<file path="config.mk">
export PLATFORM = sky130hd
export DESIGN_NAME = oai221_cell_bank
export DESIGN_NICKNAME = d
export VERILOG_FILES = /design/src/rtl/oai221_pkg.sv /design/src/rtl/oai221_cell_bank_lane.sv /design/src/rtl/oai221_cell_bank.sv
export SDC_FILE = /design/constraint.sdc
export NUM_CORES = 1
export LEC_CHECK = 0
export ABC_AREA = 1
export CAP_MARGIN = 20
export CORE_UTILIZATION = 39
export CTS_BUF_LIST = sky130_fd_sc_hd__clkbuf_2
export CTS_CLUSTER_SIZE = 20
export DETAILED_ROUTE_END_ITERATION = 12
export HOLD_SLACK_MARGIN = 0.08
export PLACE_DENSITY = 0.85
export SYNTH_ARGS = -nofsm -noshare
export SYNTH_HDL_FRONTEND = slang
export SYNTH_SLANG_ARGS = --single-unit
export TNS_END_PERCENT = 1
</file>
<file path="constraint.sdc">
create_clock -name clk -period 1.6 [get_ports clk]
set_input_delay 0.32 -clock clk [delete_from_list [all_inputs] [get_ports clk]]
set_output_delay 0.32 -clock clk [all_outputs]
set_load 0.02 [all_outputs]
</file>
<file path="src/rtl/oai221_pkg.sv">
// Shared definitions for the OAI221 cell bank: golden truth table,
// self-test vector bit ordering, BIST states and the reference gate function.
package oai221_pkg;

    localparam logic [31:0] OAI221_GOLDEN = 32'h111F_FFFF;

    // Self-test vector index layout {A,B1,B2,C1,C2}, A is the MSB
    localparam int VEC_BITS  = 5;
    localparam int VEC_COUNT = 32;
    localparam int IDX_A     = 4;
    localparam int IDX_B1    = 3;
    localparam int IDX_B2    = 2;
    localparam int IDX_C1    = 1;
    localparam int IDX_C2    = 0;

    typedef enum logic [1:0] {
        ST_IDLE,
        ST_SWEEP,
        ST_FLUSH,
        ST_DONE
    } bist_state_t;

    function automatic logic oai221_f(input logic a, input logic b1, input logic b2,
                                      input logic c1, input logic c2);
        return ~(a & (b1 | b2) & (c1 | c2));
    endfunction

endpackage

</file>
<file path="src/rtl/oai221_cell_bank_lane.sv">
// Single OAI221 gate: zn = ~(a & (b1 | b2) & (c1 | c2)).
module oai221_lane
    import oai221_pkg::*;
(
    input  logic a,
    input  logic b1,
    input  logic b2,
    input  logic c1,
    input  logic c2,
    output logic zn
);

    assign zn = oai221_f(a, b1, b2, c1, c2);

endmodule

</file>
<file path="src/rtl/oai221_cell_bank.sv">
// Bank of WIDTH OAI221 lanes with a registered copy, valid tracking and an
// exhaustive built-in self-test that sweeps all 32 input vectors through every lane.
module oai221_cell_bank
    import oai221_pkg::*;
#(
    parameter int          WIDTH  = 8,
    parameter logic [31:0] GOLDEN = OAI221_GOLDEN
) (
    input  logic             clk,
    input  logic             rst_n,
    input  logic             in_valid,
    input  logic [WIDTH-1:0] a,
    input  logic [WIDTH-1:0] b1,
    input  logic [WIDTH-1:0] b2,
    input  logic [WIDTH-1:0] c1,
    input  logic [WIDTH-1:0] c2,
    output logic [WIDTH-1:0] zn,
    output logic [WIDTH-1:0] zn_q,
    output logic             out_valid,
    input  logic             bist_start,
    output logic             bist_busy,
    output logic             bist_done,
    output logic             bist_pass
);

    bist_state_t         state;
    logic [VEC_BITS-1:0] vec;
    logic                fail;
    logic                drive_bist;
    logic [WIDTH-1:0]    lane_d;
    logic                cmp_en;
    logic [VEC_BITS-1:0] cmp_idx;
    logic                mismatch;

    assign drive_bist = (state == ST_SWEEP);

    // Each lane has a functional copy feeding zn (never gated by BIST) and a
    // second copy whose inputs are taken over by the sweep vector for zn_q.
    for (genvar gi = 0; gi < WIDTH; gi++) begin : g_lane
        logic ta, tb1, tb2, tc1, tc2;

        assign ta  = drive_bist ? vec[IDX_A]  : a[gi];
        assign tb1 = drive_bist ? vec[IDX_B1] : b1[gi];
        assign tb2 = drive_bist ? vec[IDX_B2] : b2[gi];
        assign tc1 = drive_bist ? vec[IDX_C1] : c1[gi];
        assign tc2 = drive_bist ? vec[IDX_C2] : c2[gi];

        oai221_lane u_func (
            .a  (a[gi]),
            .b1 (b1[gi]),
            .b2 (b2[gi]),
            .c1 (c1[gi]),
            .c2 (c2[gi]),
            .zn (zn[gi])
        );

        oai221_lane u_reg (
            .a  (ta),
            .b1 (tb1),
            .b2 (tb2),
            .c1 (tc1),
            .c2 (tc2),
            .zn (lane_d[gi])
        );
    end

    // zn_q holds the result of the previous vector; in FLUSH that is vector 31
    always_comb begin
        cmp_en   = 1'b0;
        cmp_idx  = vec - 1'b1;
        mismatch = 1'b0;
        if (state == ST_FLUSH) begin
            cmp_en  = 1'b1;
            cmp_idx = VEC_BITS'(VEC_COUNT - 1);
        end else if (state == ST_SWEEP && vec != '0) begin
            cmp_en = 1'b1;
        end
        if (cmp_en && (zn_q != {WIDTH{GOLDEN[cmp_idx]}})) begin
            mismatch = 1'b1;
        end
    end

    always_ff @(posedge clk or negedge rst_n) begin
        if (!rst_n) begin
            state     <= ST_IDLE;
            vec       <= '0;
            fail      <= 1'b0;
            zn_q      <= '1;
            out_valid <= 1'b0;
            bist_busy <= 1'b0;
            bist_done <= 1'b0;
            bist_pass <= 1'b0;
        end else begin
            case (state)
                ST_IDLE, ST_DONE: begin
                    bist_done <= 1'b0;
                    zn_q      <= lane_d;
                    if (bist_start) begin
                        state     <= ST_SWEEP;
                        vec       <= '0;
                        fail      <= 1'b0;
                        bist_pass <= 1'b0;
                        bist_busy <= 1'b1;
                        out_valid <= 1'b0;
                    end else begin
                        state     <= ST_IDLE;
                        out_valid <= in_valid;
                    end
                end
                ST_SWEEP: begin
                    zn_q      <= lane_d;
                    out_valid <= 1'b0;
                    vec       <= vec + 1'b1;
                    if (mismatch) begin
                        fail <= 1'b1;
                    end
                    if (vec == VEC_BITS'(VEC_COUNT - 1)) begin
                        state <= ST_FLUSH;
                    end
                end
                ST_FLUSH: begin
                    state     <= ST_DONE;
                    out_valid <= 1'b0;
                    fail      <= fail | mismatch;
                    bist_pass <= ~(fail | mismatch);
                    bist_busy <= 1'b0;
                    bist_done <= 1'b1;
                end
                default: begin
                    state <= ST_IDLE;
                end
            endcase
        end
    end

endmodule

</file>
Word level (Yosys, flattened, before mapping)

Memories as Yosys holds them, arrays and structs flattened.
Cells that the tools add are included.

Bits in registers: 20
Memory bits (read-only): 32
Output and inout bits: 20
Word-level logic and storage cells: 173
Memories: 1

Memory list:

| memory          | words | width | rd ports | clocked after memory_dff | write ports | RTL line               | text |
|---|---|---|---|---|---|---|---|
| (no name shown) | 32    | 1     | 1        | 0                        | 0           | oai221_cell_bank.sv:78 | `if (cmp_en && (zn_q != {WIDTH{GOLDEN[cmp_idx]}})) begin` |

$add $sub $neg: 2
Order comparisons: 1
Equal/unequal tests: 8
Multiplexer cells: 59
Bitwise gates (word level): 82
Reduce and logical (&&, ||, !) cells: 12

Operator list:

| operator            | count |
|---|---|
| $mux 1              | 49 |
| $or 1x1->1          | 33 |
| $and 1x1->1         | 32 |
| $not 1->1           | 17 |
| $mux 5              | 2 |
| $pmux 5 s2          | 1 |
| $ne 8x8->1          | 1 |
| $pmux 1 s2          | 4 |
| $lt 5x6->1 const B  | 1 |
| $pmux 2 s3          | 1 |
| $reduce_and 2->1    | 3 |
| $add 5x1->5 const B | 1 |
| $eq 5x5->1 const B  | 1 |
| $reduce_bool 5->1   | 1 |
| $sub 5x1->5 const B | 1 |
| $eq 2x2->1 const B  | 2 |
| $ne 2x1->1 const B  | 2 |
| $reduce_bool 2->1   | 2 |
| $reduce_or 2->1     | 2 |
| $pmux 1 s3          | 1 |
| $reduce_or 3->1     | 1 |
| $eq 2x1->1 const B  | 1 |
| $logic_and 1x1->1   | 2 |
| $logic_not 2->1     | 1 |
| other kinds (2)     | 2 |

Depth between registers and ports, before layout

Word-level depth: 10
Gate-level depth with buffers: 17
Depth with buffers taken out: 17

Modules after synthesis

From an unflattened synthesis, not the netlist that was laid out.

Cells, all modules: 328
Area total of the unflattened synthesis: 1894.3 µm²

By module, submodules not included:

| module           | times used | cells each | area each (µm²) | seq. area each (µm²) |
|---|---|---|---|---|
| oai221_cell_bank | 1          | 216        | 1453.9          | 510.5 |
| oai221_lane      | 16         | 7          | 27.5            | 0.0 |

Worst setup path after synthesis

No wires, ideal clock.

Kind: register -> register
Start: register vec[0]
End: register fail
Library setup time: 0.120 ns
Data arrival time: 1.522 ns
Data required time: 1.480 ns
Slack: -0.042 ns
Cell stages (with the launch flop): 14
Buffers on the path: 0
Cell sequence: dfrtp_1 inv_1 ha_1 nand2_1 a21oi_2 nand3_2 nand2_2 nand2_1 nand2_1 nand2_2 a21oi_1 nor2_1 nand2_1 nand2_1

Cells in the longest elaborated chain, start to end: 9
Elaborated cells between the ends (all ways): 15
Classes of those cells: add/sub: 1; eq/ne: 2; mux: 6; bitwise: 1; reduce/logical: 4; memory: 1

Ends and longest elaborated chain:

| item                                           | RTL line                | text |
|---|---|---|
| start: declaration                             | oai221_cell_bank.sv:27  | `logic [VEC_BITS-1:0] vec;` |
| start signal: assignment                       | oai221_cell_bank.sv:113 | `vec <= vec + 1'b1;` |
| $sub 5x1->5                                    | oai221_cell_bank.sv:70  | `cmp_idx = vec - 1'b1;` |
| $mux 5                                         | oai221_cell_bank.sv:72  | `if (state == ST_FLUSH) begin` |
| $mem_v2 32x1                                   | -                       |  |
| $mux 1 (not written as such)                   | oai221_cell_bank.sv:78  |  |
| $ne 8x8->1                                     | oai221_cell_bank.sv:78  |  |
| $logic_and 1x1->1 *                            | oai221_cell_bank.sv:78  |  |
| $mux 1 *                                       | oai221_cell_bank.sv:78  |  |
| $or 1x1->1 or $ne 2x1->1 (tied branches)       | -                       |  |
| $pmux 1 s3 or $reduce_and 2->1 (tied branches) | -                       |  |
| end signal: assignment                         | oai221_cell_bank.sv:124 | `fail <= fail \| mismatch;` |
| end: declaration                               | oai221_cell_bank.sv:28  | `logic fail;` |

Mark *: on every way between the ends. The rest lies on a longest branch, timed or not. The select of a mux whose other input is x is not followed.
A chain may end at the register's enable or synchronous reset.

Worst setup path after layout

Start: register vec[1]
End: register fail

The elaborated chain is that of the path after synthesis.

==> impl_metrics.py <==
metrics = {
    "status": {
        "outcome": "finished, violations left",
        "violations": "negative setup slack",
    },
    "synth": {
        "synth_top_area_frac": 0.209,
        "ys_ff_latch": 20,
        "synth_area_um2": 1440,
        "synth.avg_cell_area_um2": 7.40,
        "ys_warn_count": 0,
        "yosysMostFrequentCell": "nand2_1",
        "synth.area.top_cells": "dfrtp_1 21%, dfstp_2 15%, o21ai_0 11%",
        "synth-seq-area-share": 0.355,
        "syn_nets": 245,
        "synthCells": 194,
        "synth-edff-count": 0,
        "yosys-top-cells-count": "43 x nand2_1, 33 x o21ai_0, 26 x inv_1",
        "ys_types": 26,
        "synth_largest_area_cell": "dfrtp_1",
        "async_reset_ff_frac": 1.00,
        "ys.flop_type": "dfrtp_1",
    },
    "sta": {
        "fin_crit_ps": 1650,
        "fmax_ghz": 0.607,
        "finalSetupViolations": 3,
        "hold_viol": 0,
        "clock_skew_ps": 1.09,
        "period_share": 1.03,
        "rsz0062_at_grt": "true",
        "worstMarginPinSlew_ps": 378,
        "slew_headroom": 0.748,
        "final_max_slew_viol_count": 0,
        "setup_slack_ps": -46.9,
        "tns_ps": -86.4,
    },
    "critical_path": {
        "timing.critical_path.buf_inv": 2,
        "slowest_delay_ps": 400,
        "crit_chain": "inv_2 -> ha_4 -> inv_2 -> nand2_2 -> a21oi_2 -> nand3_2 -> nand2_2 -> nand2_1 -> nand2_1 -> nand2_2 -> nand2_1 -> nand2_1 -> nand2_1 -> nand2_1 -> nand2_1 -> nand2_1",
        "crit_top_cell": "nand2_1",
        "crit_required_ps": 1840,
        "reg2reg_slack_ps": -50,
        "cp_slowest_cell": "dfrtp_1",
        "start_kind": "register",
        "setup.worst_path.end_class": "register",
        "reg2reg_to": "fail",
        "criticalPathCategory": "reg2reg",
        "cp_top_family": "simple AND/OR/NAND/NOR gates",
        "reg2reg_depth": 16,
        "worstReg2RegStart": "vec[1]",
        "critPathArrivalTime_ps": 1890,
        "path_max_fanout": 4,
    },
    "global_routing": {
        "grt_max_degree": 21,
        "grt_pass1_wl_um": 6640,
        "antenna_found_initial": 0,
        "grt-busiest-layer": "met2",
        "overflow": 0,
        "grtUsageMet2": 0.385,
        "grt_use_met1": 0.232,
        "use_met3": 0.0347,
        "grt_usage": 0.207,
        "grt_pass1_vias": 1598,
    },
    "pwr": {
        "pwr_density_cell_nw_per_um2": 1530,
        "peakVddDrop_v": 0.00102,
        "power_mw": 3.40,
        "leakagePower_nw": 1.02,
    },
    "placed_design": {
        "port_buffers": 63,
        "dp_hpwl_um": 3010,
        "dpl_cell_area_um2": 2230,
        "routabilityCongestion": 0.845,
    },
    "worst_hold_path": {
        "hp-class": "in2async",
    },
    "routing": {
        "wl_per_cell_um": 12.2,
        "drt_iter0_markers": 64,
        "viasPerCell": 5.06,
        "via_count": 1605,
        "totalWireLength_um": 3870,
        "detail-route-antenna-nets": 0,
        "drc_errors": 0,
        "firstDrtPassIters": 4,
    },
    "clock_network": {
        "clock_latency_ps": 330,
        "htreeDepth": 1,
        "cts_tree": "yes",
        "numCtsBuffers": 3,
        "cts_hold_buf": 0,
        "cts_buffer_depth": 2,
        "path_clk_slew_ps": 180,
        "cts-root-buf": "clkbuf_2",
        "cts_sinks": 20,
        "cts_setup_buffers": 0,
    },
    "finish": {
        "drive_gt1_frac": 0.266,
        "fin_nets": 323,
        "final_area_um2": 2230,
        "n_antenna_cell": 0,
        "area_delta_synth_final_pct": 55.2,
    },
    "die": {
        "initial_core_util": 0.417,
        "rows": 21,
        "ios": 64,
        "die_area_um2": 3930,
        "coreArea_um2": 3440,
        "die_x_um": 62.7,
        "die_height_um": 62.7,
    },
    "run": {
        "drv_cap": 0,
    },
}
state kept, by name, indices dropped and copies added (netlist names):
name / flops
bist_busy: 1
bist_done: 1
bist_pass: 1
fail: 1
out_valid: 1
state: 2
vec: 5
zn_q: 8
cell usage in the layout (no fill, tap or decap), types with 2 or more instances in the layout:
master / count
a21oi_1: 2
a21oi_2: 3
buf_4: 20
clkbuf_2: 14
clkdlybuf4s15_1: 5
clkdlybuf4s50_1: 43
dfrtp_1: 12
dfstp_2: 8
dlygate4sd2_1: 4
ha_1: 3
ha_2: 3
inv_1: 20
inv_2: 7
nand2_1: 40
nand2_2: 7
nand3_1: 9
nor2_1: 6
nor2_2: 2
nor4_1: 2
o2111ai_1: 7
o21ai_0: 32
o21ai_2: 2
o221ai_1: 7
o22ai_1: 3
where the power goes:
group | internal (mW) | total, mW | switching, mW
combinational | 0.986 | 2.30 | 1.32
clock | 0.0661 | 0.223 | 0.157
sequential | 0.734 | 0.875 | 0.141
layout make-up:
cell class	count	area, µm²
Clock buffer	4	20.0
Inverter	27	101
Tap cell	46	57.6
Multi-Input combinational cell	136	800
Fill cell	294	1210
Sequential cell	20	510
Timing Repair Buffer	84	741
metal layers:
| metal | part of all wire | vias to the layer above |
|---|---|---|
| met5 | 0 | - |
| met2 | 0.49 | 49 |
| li1 | - | 817 |
| met1 | 0.42 | 734 |
| met4 | 0.013 | 0 |
| met3 | 0.068 | 5 |
how the worst max path moves through the flow:
stage	from	to	slack, ps	cells past startpoint
2_1_floorplan	vec[1]	fail	30	13
3_3_place_gp	b2[4]	zn[4]	-390	4
6_report	vec[1]	fail	-50	16
4_1_cts	state[0]	fail	-70	12
3_5_place_dp	b2[4]	zn[4]	-430	4
5_1_grt	vec[2]	fail	-250	16
per-stage QoR:
| step | utilization | hold WS [ps] | worst slack (ps) | std cells |
|---|---|---|---|---|
| 2_1_floorplan | - | 24.4 | 25.9 | 194 |
| 3_3_place_gp | 0.649 | 471 | -390 | 313 |
| 3_5_place_dp | 0.649 | 476 | -425 | 313 |
| 4_1_cts | 0.651 | 283 | -74.3 | 317 |
| 5_1_grt | 0.648 | 295 | -251 | 317 |
| 6_report | 0.648 | 289 | -46.9 | 317 |
kinds of logic after synthesis:
logic type,after synthesis,synth area share
adders and majority gates,7,0.0610
DFF,20,0.355
buffers and inverters,38,0.121
AOI/OAI and AO/OA,58,0.247
and+or+nand+nor,71,0.216
what timing repair did:
action	in CTS	in global routing
setup endpoints to repair	30	33
resized for setup	30	43
pin swaps	0	8
No activity file was read; power rests on OpenSTA's default activity.
